`src/rtl/mult_div_unit_if.sv`:
```
// Bus between issue/control logic and the multiply/divide unit.
// Carries operands and op select, the start/busy/done handshake,
// the MTHI/MTLO write strobes and the HI/LO result registers.
interface mult_div_unit_if #(
    parameter int WIDTH = 32
);
    logic             start;
    logic [1:0]       op;
    logic [WIDTH-1:0] operand_a;
    logic [WIDTH-1:0] operand_b;
    logic             wr_hi;
    logic             wr_lo;
    logic             busy;
    logic             done;
    logic [WIDTH-1:0] hi;
    logic [WIDTH-1:0] lo;
    logic             div_by_zero;

    // Control/issue side drives requests and observes status and results.
    modport master (
        output start, op, operand_a, operand_b, wr_hi, wr_lo,
        input  busy, done, hi, lo, div_by_zero
    );

    // The unit itself consumes requests and produces status and results.
    modport slave (
        input  start, op, operand_a, operand_b, wr_hi, wr_lo,
        output busy, done, hi, lo, div_by_zero
    );
endinterface

```
`src/rtl/mult_div_unit.sv`:
```
// Iterative multiply/divide unit with HI/LO result registers.
// Signed ops work on operand magnitudes and fix up signs at the end,
// so one unsigned datapath serves MULT, MULTU, DIV and DIVU.
// Every op takes the same 34 cycles from acceptance to done.
module mult_div_unit #(
    parameter int WIDTH = 32
) (
    input logic          clk,
    input logic          clr_n,
    mult_div_unit_if.slave bus
);
    localparam int CW = $clog2(WIDTH);

    typedef enum logic [1:0] {IDLE, CALC, FIX, DONE} state_t;

    state_t             r_state;
    logic [CW-1:0]      r_count;
    logic [1:0]         r_op;
    logic               r_signA;
    logic               r_signB;
    logic [WIDTH-1:0]   r_opA;
    logic [WIDTH-1:0]   r_opB;
    logic [WIDTH-1:0]   r_origA;
    logic [2*WIDTH-1:0] r_acc;
    logic [WIDTH-1:0]   r_rem;
    logic [WIDTH-1:0]   r_hi;
    logic [WIDTH-1:0]   r_lo;
    logic               r_busy;
    logic               r_done;
    logic               r_dbz;

    logic               w_accept;
    logic               w_isSignedIn;
    logic               w_isDivIn;
    logic [WIDTH-1:0]   w_absA;
    logic [WIDTH-1:0]   w_absB;
    logic [WIDTH-1:0]   w_mulAddend;
    logic [WIDTH:0]     w_mulSum;
    logic [WIDTH:0]     w_remShift;
    logic [WIDTH:0]     w_remDiff;
    logic [2*WIDTH-1:0] w_prodNeg;
    logic [WIDTH-1:0]   w_quotNeg;
    logic [WIDTH-1:0]   w_remNeg;
    logic               w_negResult;

    // A start is only taken when no operation occupies the datapath.
    assign w_accept     = bus.start && ((r_state == IDLE) || (r_state == DONE));
    assign w_isSignedIn = ~bus.op[0];
    assign w_isDivIn    = bus.op[1];
    assign w_absA = (w_isSignedIn && bus.operand_a[WIDTH-1]) ? -bus.operand_a : bus.operand_a;
    assign w_absB = (w_isSignedIn && bus.operand_b[WIDTH-1]) ? -bus.operand_b : bus.operand_b;

    // Shift-add: the multiplier sits in the low half and is consumed LSB first.
    assign w_mulAddend = r_acc[0] ? r_opA : {WIDTH{1'b0}};
    assign w_mulSum    = {1'b0, r_acc[2*WIDTH-1:WIDTH]} + {1'b0, w_mulAddend};

    // Restoring divide: dividend bits shift MSB first from the low half into the remainder.
    assign w_remShift = {r_rem, r_acc[WIDTH-1]};
    assign w_remDiff  = w_remShift - {1'b0, r_opB};

    assign w_prodNeg   = -r_acc;
    assign w_quotNeg   = -r_acc[WIDTH-1:0];
    assign w_remNeg    = -r_rem;
    assign w_negResult = r_signA ^ r_signB;

    // Control FSM, iteration datapath and HI/LO registers with registered status outputs.
    always_ff @(posedge clk) begin
        if (!clr_n) begin
            r_state <= IDLE;
            r_count <= '0;
            r_op    <= '0;
            r_signA <= 1'b0;
            r_signB <= 1'b0;
            r_opA   <= '0;
            r_opB   <= '0;
            r_origA <= '0;
            r_acc   <= '0;
            r_rem   <= '0;
            r_hi    <= '0;
            r_lo    <= '0;
            r_busy  <= 1'b0;
            r_done  <= 1'b0;
            r_dbz   <= 1'b0;
        end else begin
            if (!r_busy && bus.wr_hi) r_hi <= bus.operand_a;
            if (!r_busy && bus.wr_lo) r_lo <= bus.operand_a;

            case (r_state)
                IDLE, DONE: begin
                    r_done <= 1'b0;
                    if (w_accept) begin
                        r_state <= CALC;
                        r_busy  <= 1'b1;
                        r_count <= '0;
                        r_op    <= bus.op;
                        r_signA <= w_isSignedIn & bus.operand_a[WIDTH-1];
                        r_signB <= w_isSignedIn & bus.operand_b[WIDTH-1];
                        r_opA   <= w_absA;
                        r_opB   <= w_absB;
                        r_origA <= bus.operand_a;
                        r_rem   <= '0;
                        r_acc   <= {{WIDTH{1'b0}}, (w_isDivIn ? w_absA : w_absB)};
                        r_dbz   <= w_isDivIn && (bus.operand_b == '0);
                    end else begin
                        r_state <= IDLE;
                    end
                end
                CALC: begin
                    if (r_op[1]) begin
                        if (!w_remDiff[WIDTH]) begin
                            r_rem <= w_remDiff[WIDTH-1:0];
                            r_acc[WIDTH-1:0] <= {r_acc[WIDTH-2:0], 1'b1};
                        end else begin
                            r_rem <= w_remShift[WIDTH-1:0];
                            r_acc[WIDTH-1:0] <= {r_acc[WIDTH-2:0], 1'b0};
                        end
                    end else begin
                        r_acc <= {w_mulSum, r_acc[WIDTH-1:1]};
                    end
                    r_count <= r_count + 1'b1;
                    if (r_count == CW'(WIDTH - 1)) r_state <= FIX;
                end
                FIX: begin
                    if (r_op[1]) begin
                        if (r_dbz) begin
                            r_hi <= r_origA;
                            r_lo <= '1;
                        end else begin
                            r_lo <= w_negResult ? w_quotNeg : r_acc[WIDTH-1:0];
                            r_hi <= r_signA ? w_remNeg : r_rem;
                        end
                    end else begin
                        {r_hi, r_lo} <= w_negResult ? w_prodNeg : r_acc;
                    end
                    r_count <= '0;
                    r_busy  <= 1'b0;
                    r_done  <= 1'b1;
                    r_state <= DONE;
                end
                default: begin
                    r_state <= IDLE;
                    r_busy  <= 1'b0;
                    r_done  <= 1'b0;
                end
            endcase
        end
    end

    assign bus.busy        = r_busy;
    assign bus.done        = r_done;
    assign bus.hi          = r_hi;
    assign bus.lo          = r_lo;
    assign bus.div_by_zero = r_dbz;
endmodule

```
`src/flat_wrapper.sv`:
```
// flat-port wrapper written by rule: the top's interface ports become plain ports
module mult_div_unit_flat 
#(
    parameter int WIDTH = 32
)
  (clk, clr_n, bus_start, bus_op, bus_operand_a, bus_operand_b, bus_wr_hi, bus_wr_lo, bus_busy, bus_done, bus_hi, bus_lo, bus_div_by_zero);
  mult_div_unit_if #(.WIDTH(WIDTH)) bus_i ();
  input logic clk;
  input logic clr_n;
  input wire logic [$bits(bus_i.start)-1:0] bus_start;
  input wire logic [$bits(bus_i.op)-1:0] bus_op;
  input wire logic [$bits(bus_i.operand_a)-1:0] bus_operand_a;
  input wire logic [$bits(bus_i.operand_b)-1:0] bus_operand_b;
  input wire logic [$bits(bus_i.wr_hi)-1:0] bus_wr_hi;
  input wire logic [$bits(bus_i.wr_lo)-1:0] bus_wr_lo;
  output wire logic [$bits(bus_i.busy)-1:0] bus_busy;
  output wire logic [$bits(bus_i.done)-1:0] bus_done;
  output wire logic [$bits(bus_i.hi)-1:0] bus_hi;
  output wire logic [$bits(bus_i.lo)-1:0] bus_lo;
  output wire logic [$bits(bus_i.div_by_zero)-1:0] bus_div_by_zero;
  assign bus_i.start = bus_start;
  assign bus_i.op = bus_op;
  assign bus_i.operand_a = bus_operand_a;
  assign bus_i.operand_b = bus_operand_b;
  assign bus_i.wr_hi = bus_wr_hi;
  assign bus_i.wr_lo = bus_wr_lo;
  assign bus_busy = bus_i.busy;
  assign bus_done = bus_i.done;
  assign bus_hi = bus_i.hi;
  assign bus_lo = bus_i.lo;
  assign bus_div_by_zero = bus_i.div_by_zero;
  mult_div_unit #(.WIDTH(WIDTH)) u_core (.clk(clk), .clr_n(clr_n), .bus(bus_i));
endmodule
```
`config.mk`:
```
export PLATFORM = sky130hd
export DESIGN_NAME = mult_div_unit_flat
export DESIGN_NICKNAME = d
export VERILOG_FILES = /design/src/rtl/mult_div_unit_if.sv /design/src/rtl/mult_div_unit.sv /design/src/flat_wrapper.sv
export SDC_FILE = /design/constraint.sdc
export NUM_CORES = 1
export LEC_CHECK = 0
export ABC_CLOCK_PERIOD_IN_PS = 3800
export CAP_MARGIN = 20
export CELL_PAD_IN_SITES_DETAIL_PLACEMENT = 1
export CELL_PAD_IN_SITES_GLOBAL_PLACEMENT = 1
export CORE_ASPECT_RATIO = 2
export CORE_MARGIN = 4
export CORE_UTILIZATION = 45
export CTS_BUF_LIST = sky130_fd_sc_hd__clkbuf_16
export CTS_CLUSTER_SIZE = 16
export DETAILED_ROUTE_END_ITERATION = 8
export HOLD_SLACK_MARGIN = 0.08
export PLACE_DENSITY = 0.93
export SETUP_SLACK_MARGIN = 0.2
export SYNTH_ARGS = -nofsm -noshare
export SYNTH_HDL_FRONTEND = slang
export SYNTH_SLANG_ARGS = --single-unit
```
`constraint.sdc`:
```
create_clock -name clk -period 3.8 [get_ports clk]
set_input_delay 0.38 -clock clk [delete_from_list [all_inputs] [get_ports clk]]
set_output_delay 0.38 -clock clk [all_outputs]
set_load 0.03 [all_outputs]
```
* Yosys cells after proc, flatten, opt, wreduce, memory -nomap -nowiden
Cells that the tools add are included.
** Storage, ports and cells
- Output and inout port bits :: 67
- Logic and storage cells :: 88
- Input port bits :: 71
- Register bits after elaboration :: 270
** Operators by class
- Muxes and demuxes :: 32
- Bitwise logic cells :: 4
- Add/subtract/negate cells :: 8
- Reductions and logical operators :: 20
- Equality and inequality tests :: 8
** Operators with widths (number)
- $mux W32 :: 19
- $mux W64 :: 2
- $neg A32 Y32 :: 4
- $pmux W64 S2 :: 1
- $neg A64 Y64 :: 1
- $pmux W32 S2 :: 1
- $add A32 B32 Y33 :: 1
- $sub A33 B32 Y33 :: 1
- $logic_not A32 Y1 :: 1
- $pmux W5 S3 :: 1
- $reduce_bool A2 Y1 :: 4
- $logic_and A1 B1 Y1 :: 6
- $ne A2 B1 Y1 const B :: 3
- $pmux W2 S3 :: 1
- $reduce_and A2 Y1 :: 3
- $reduce_and A3 Y1 :: 2
- $add A5 B1 Y5 const B :: 1
- $eq A5 B5 Y1 const B :: 1
- $mux W5 :: 1
- $eq A2 B2 Y1 const B :: 2
- $pmux W1 S2 :: 2
- $mux W1 :: 3
- $and A1 B1 Y1 :: 2
- $eq A2 B1 Y1 const B :: 1
- 8 further kinds :: 8

* Longest topological paths before layout
- Word-level depth :: 6
- Gate-level depth with buffers :: 14
- Depth with buffers taken out :: 13

* Worst setup path after synthesis
Ideal clock, no wire load.
- Path type :: flip-flop to flip-flop
- Start :: reg u_core.r_acc[31]
- End :: reg u_core.r_rem[10]
- Path buffers :: 1
- Setup time :: 128 ps
- Clock period less this slack :: 3265 ps
- Data required time :: 3672 ps
- Data arrival time :: 3137 ps
- Stages on the path, launching flop included :: 14
- Slack :: 535 ps
- Path through :: dfxtp_1 -> inv_1 -> ha_1 -> fa_1 -> nor2b_1 -> o31a_1 -> o41a_1 -> a31o_2 -> nand2_1 -> a31oi_1 -> xor2_2 -> buf_2 -> mux2i_1 -> o21ai_0
** Between the ends
- Cells in the longest elaborated chain, start to end :: 4
** RTL lines
- start, declared :: RTL line mult_div_unit.sv:24 : logic [2*WIDTH-1:0] r_acc;
- start signal, assigned :: RTL line mult_div_unit.sv:102 : r_acc <= {{WIDTH{1'b0}}, (w_isDivIn ? w_absA : w_absB)};
- start signal, assigned by index :: RTL line mult_div_unit.sv:112 : r_acc[WIDTH-1:0] <= {r_acc[WIDTH-2:0], 1'b1};
- start signal, assigned by index :: RTL line mult_div_unit.sv:115 : r_acc[WIDTH-1:0] <= {r_acc[WIDTH-2:0], 1'b0};
- $sub A33 B32 Y33 :: RTL line mult_div_unit.sv:59 : assign w_remDiff = w_remShift - {1'b0, r_opB};
- $mux W32 :: RTL line mult_div_unit.sv:110 : if (!w_remDiff[WIDTH]) begin
- $mux W32 :: RTL line mult_div_unit.sv:109 : if (r_op[1]) begin
- $pmux W32 S2 :: RTL line mult_div_unit.sv:88 : case (r_state)
- end signal, assigned :: RTL line mult_div_unit.sv:111 : r_rem <= w_remDiff[WIDTH-1:0];
- end signal, assigned :: RTL line mult_div_unit.sv:114 : r_rem <= w_remShift[WIDTH-1:0];
- end, declared :: RTL line mult_div_unit.sv:25 : logic [WIDTH-1:0] r_rem;
No other way between the ends. The select of a mux whose other input is x is not followed.
A chain may end at the register's enable or synchronous reset.

* Final worst setup path
- Start :: reg u_core.r_acc[0]
- End :: reg u_core.r_acc[49]
** Between the ends
- Cells in the longest elaborated chain, start to end :: 4
** RTL lines
- $mux W32 :: RTL line mult_div_unit.sv:54 : assign w_mulAddend = r_acc[0] ? r_opA : {WIDTH{1'b0}};
- $add A32 B32 Y33 :: RTL line mult_div_unit.sv:55 : assign w_mulSum = {1'b0, r_acc[2*WIDTH-1:WIDTH]} + {1'b0, w_mulAddend};
- $mux W32 :: RTL line mult_div_unit.sv:109
- $pmux W64 S2 :: RTL line mult_div_unit.sv:88
No other way between the ends. The select of a mux whose other input is x is not followed.

==> key figures <==
Outcome
  • Status: finished clean

Clock network
  • CTS Buffer Depth: 3
  • Reg clk slew, reported paths: 70 ps
  • CTS tree: built
  • Number of H-tree levels: 1
  • Num Clock Sinks: 268
  • # Post-CTS Setup Buffers: 0
  • Clock root buffer: clkbuf_16
  • Cts bufs inserted: 26
  • Clock insertion delay at the later pin of the skew report: 570 ps

Worst setup path
  • Worst setup EP type: flop
  • CP startpoint kind: flop
  • Worst R2R Path Depth: 14
  • Crit-path max FO: 4
  • Reg2reg setup slack: 170 ps
  • Reg-to-reg endpoint: u_core.r_acc[49]
  • Crit path kind: flop to flop
  • Crit path required time: 4210 ps
  • CP arrival: 4030 ps
  • Reg2reg start: u_core.r_acc[0]

Final layout
  • Design area: 21400 sq um
  • Nets: 2574
  • Non-Filler Instances: 2974
  • Area grow syn2layout: 18.0%
  • Share of cells above drive strength 1: 8.99%

Timing
  • Fin. Hold Viols: 0
  • Setup TNS: 0 ps
  • Max-slew headroom: 22.8%
  • Worst slew pin tran: 1160 ps
  • Max-slew violations: 0
  • Unrepaired setup endpoints after global routing: true
  • Fin crit period: 3630 ps
  • Fmax: 276 MHz
  • Worst Skew: 17.2 ps
  • Final-report setup violation count: 0
  • Final period util: 95.5%

Pwr
  • Power Density: 658 nW/um^2
  • LEAKAGE: 8.35 nW
  • VDD IR max: 0.522 mV

Floorplan
  • Die width: 150 microns
  • Starting Density: 45.7%
  • I/O pin total: 138
  • Die height: 292 microns
  • Row count: 103
  • Die area: 43700 sq um
  • Core Footprint: 39600 sq um

Synth
  • Post-synthesis cell count: 2315
  • Number of enable flip-flop cells after synthesis: 0
  • Async set or reset register ratio after synthesis: 0%
  • Post-synthesis sequential area ratio: 29.6%
  • Count of cell types in the netlist: 79
  • Syn Nets: 2461
  • Syn. warnings: 0
  • Post-synth top flop: dfxtp_1
  • Cell area after synthesis: 18100 sq um
  • Syn_area_per_cell: 7.82 sq um
  • Number of synthesized register bits: 268

Worst hold path
  • Min-delay src: u_core.r_origA[23]
  • Hold Path End: u_core.r_origA[23]
  • WHS Path Cells: 2
  • Hold WC Path Type: flop to flop

Route
  • # DRC: 0
  • Detail-routed via count per cell: 6.66
  • Detailed Route Iter0 Violations: 1556
  • Vias: 19.8k
  • Antenna Nets Post-Route: 0
  • 1st-pass router iterations: 5
  • Average wire per standard cell: 29.3 microns
  • Total Wirelength: 87200 microns

GRT
  • Global route overflow: 0
  • First-pass GRT wire length: 129000 microns
  • GR Util All Layers: 38.7%
  • Antenna violations before repair: 2
  • Vias in the first global route: 21.2k
  • Largest net degree at the start of global routing: 90

Placement
  • Placed Instance Area: 20400 sq um
  • Post-Place Cells: 2923
  • IO buf count: 137
  • Detail Placement HPWL: 64600 microns
  • Routability cong.: 1.01

Run
  • Max-cap violations: 0
[cell families (layout without fill, tap and decap cells)]
logic type               after synthesis  count (layout)  share of synthesized area, %
AND/OR/NAND/NOR                      719             719                          18.5
XOR/XNOR                             201             201                          9.77
flip-flops                           268             268                          29.6
other                                  0               2                             0
AO/OA/AOI/OAI                        688             688                          24.4
buffers and inverters                229             361                          4.78
multiplexers                         135             135                          7.62
adder cells (fa/ha/maj)               75              75                          5.27
[worst max-delay path, stage by stage, from the launching register on]
cell and delay (ps):
dfxtp_1 440, and2_1 180, ha_1 270, inv_1 110, fa_1 430, nor2b_1 190
o2111a_1 260, nor4_2 70, buf_4 160, o31ai_1 400, a21oi_1 230, o21ai_0 260
a21oi_1 120, xor2_1 210, o21ai_0 150
[repair_timing]
item	4_1_cts	5_1_grt
hold endpoints to repair	0	0
gates resized for setup	1	8
hold buffers	0	0
gates cloned	0	1
pin swaps	0	0
endpoints found under the setup margin	1	44
[cell type report]
type | count | area [sq um]
clock buffer | 27 | 676
tap | 525 | 657
clock inverter | 20 | 170
fill | 4831 | 18200
timing repair buffer | 246 | 2240
antenna | 2 | 5.00
sequential | 268 | 5370
multi-input combinational | 1818 | 12000
inverter | 68 | 260
[through the flow]
step	setup slack (ps)	power [mW]	hold WS, ps	utilization, %
after floorplan	535	8.33	432	-
after global placement	-197	10.8	440	51.6
after detailed placement	-342	11.1	450	51.6
after CTS	213	13.8	460	53.8
after global routing	111	14.6	485	54.0
final	171	14.1	459	54.0
[synthesized netlist by cell type, types with 21 or more instances]
| cell | instances | share of area, % |
|---|---|---|
| dfxtp_1 | 268 | 30 |
| o211ai_1 | 22 | 0.91 |
| and2_1 | 35 | 1.2 |
| a21oi_1 | 205 | 5.7 |
| nand2b_1 | 21 | 0.73 |
| xor2_1 | 92 | 4.5 |
| mux2_2 | 22 | 1.4 |
| mux2i_1 | 113 | 6.2 |
| inv_1 | 66 | 1.4 |
| ha_1 | 73 | 5.0 |
| a211oi_1 | 92 | 3.8 |
| nand2_1 | 253 | 5.2 |
| clkbuf_1 | 139 | 2.9 |
| a221oi_1 | 40 | 1.9 |
| a21o_1 | 22 | 0.91 |
| nand3_1 | 31 | 0.86 |
| o31ai_1 | 28 | 1.2 |
| nor3_1 | 38 | 1.1 |
| o21ai_0 | 140 | 3.9 |
| xnor2_1 | 108 | 5.2 |
| nor2_1 | 226 | 4.7 |
[sequential cells by signal, summed over array words and instances (netlist names), 2 cells and up]
signal and count:
u_core.r_acc 64, u_core.bus.hi 32, u_core.bus.lo 32, u_core.r_opB 32, u_core.r_origA 32, u_core.r_rem 32
u_core.r_opA 31, u_core.r_count 5, u_core.r_state 2
[cell usage in the layout, fill, tap and decap left out, types with 27 or more instances in the layout]
cell and count:
o21ai_0 138, nor2_1 226, xnor2_1 107, a221oi_1 40, mux2i_1 113, clkbuf_16 28
a211oi_1 92, clkdlybuf4s50_1 136, buf_4 104, xor2_1 91, dfxtp_1 266, o31ai_1 27
nor3_1 38, a21oi_1 202, nand3_1 31, and2_1 35, nand2_1 252, ha_1 73
inv_1 71
[worst max path at each step]
stage                           start               end  slack [ps]  cells past startpoint
global route          u_core.r_acc[0]  u_core.r_acc[49]         110                     14
finish                u_core.r_acc[0]  u_core.r_acc[49]         170                     14
CTS                 bus_operand_a[21]  u_core.r_opA[30]         210                      9
global placement    bus_operand_a[21]  u_core.r_opA[30]        -200                      9
detailed placement  bus_operand_a[21]  u_core.r_opA[30]        -340                      9
floorplan            u_core.r_acc[31]  u_core.r_rem[10]         530                     13
[where the power goes]
part           total (mW)  internal (mW)  switching [mW]
logic                6.98           2.41            4.57
clock network        2.74           1.49            1.25
registers            4.33           3.50           0.836
total                14.1           7.40            6.65
[layer usage]
metal / wire length [microns] / global-route usage [%]
met4: 11500 / 39.1
met1: 28100 / 38.5
met3: 5710 / 6.58
met2: 41800 / 65.3
met5: 10 / 0
Note: power is estimated with default switching activity, not from simulation.
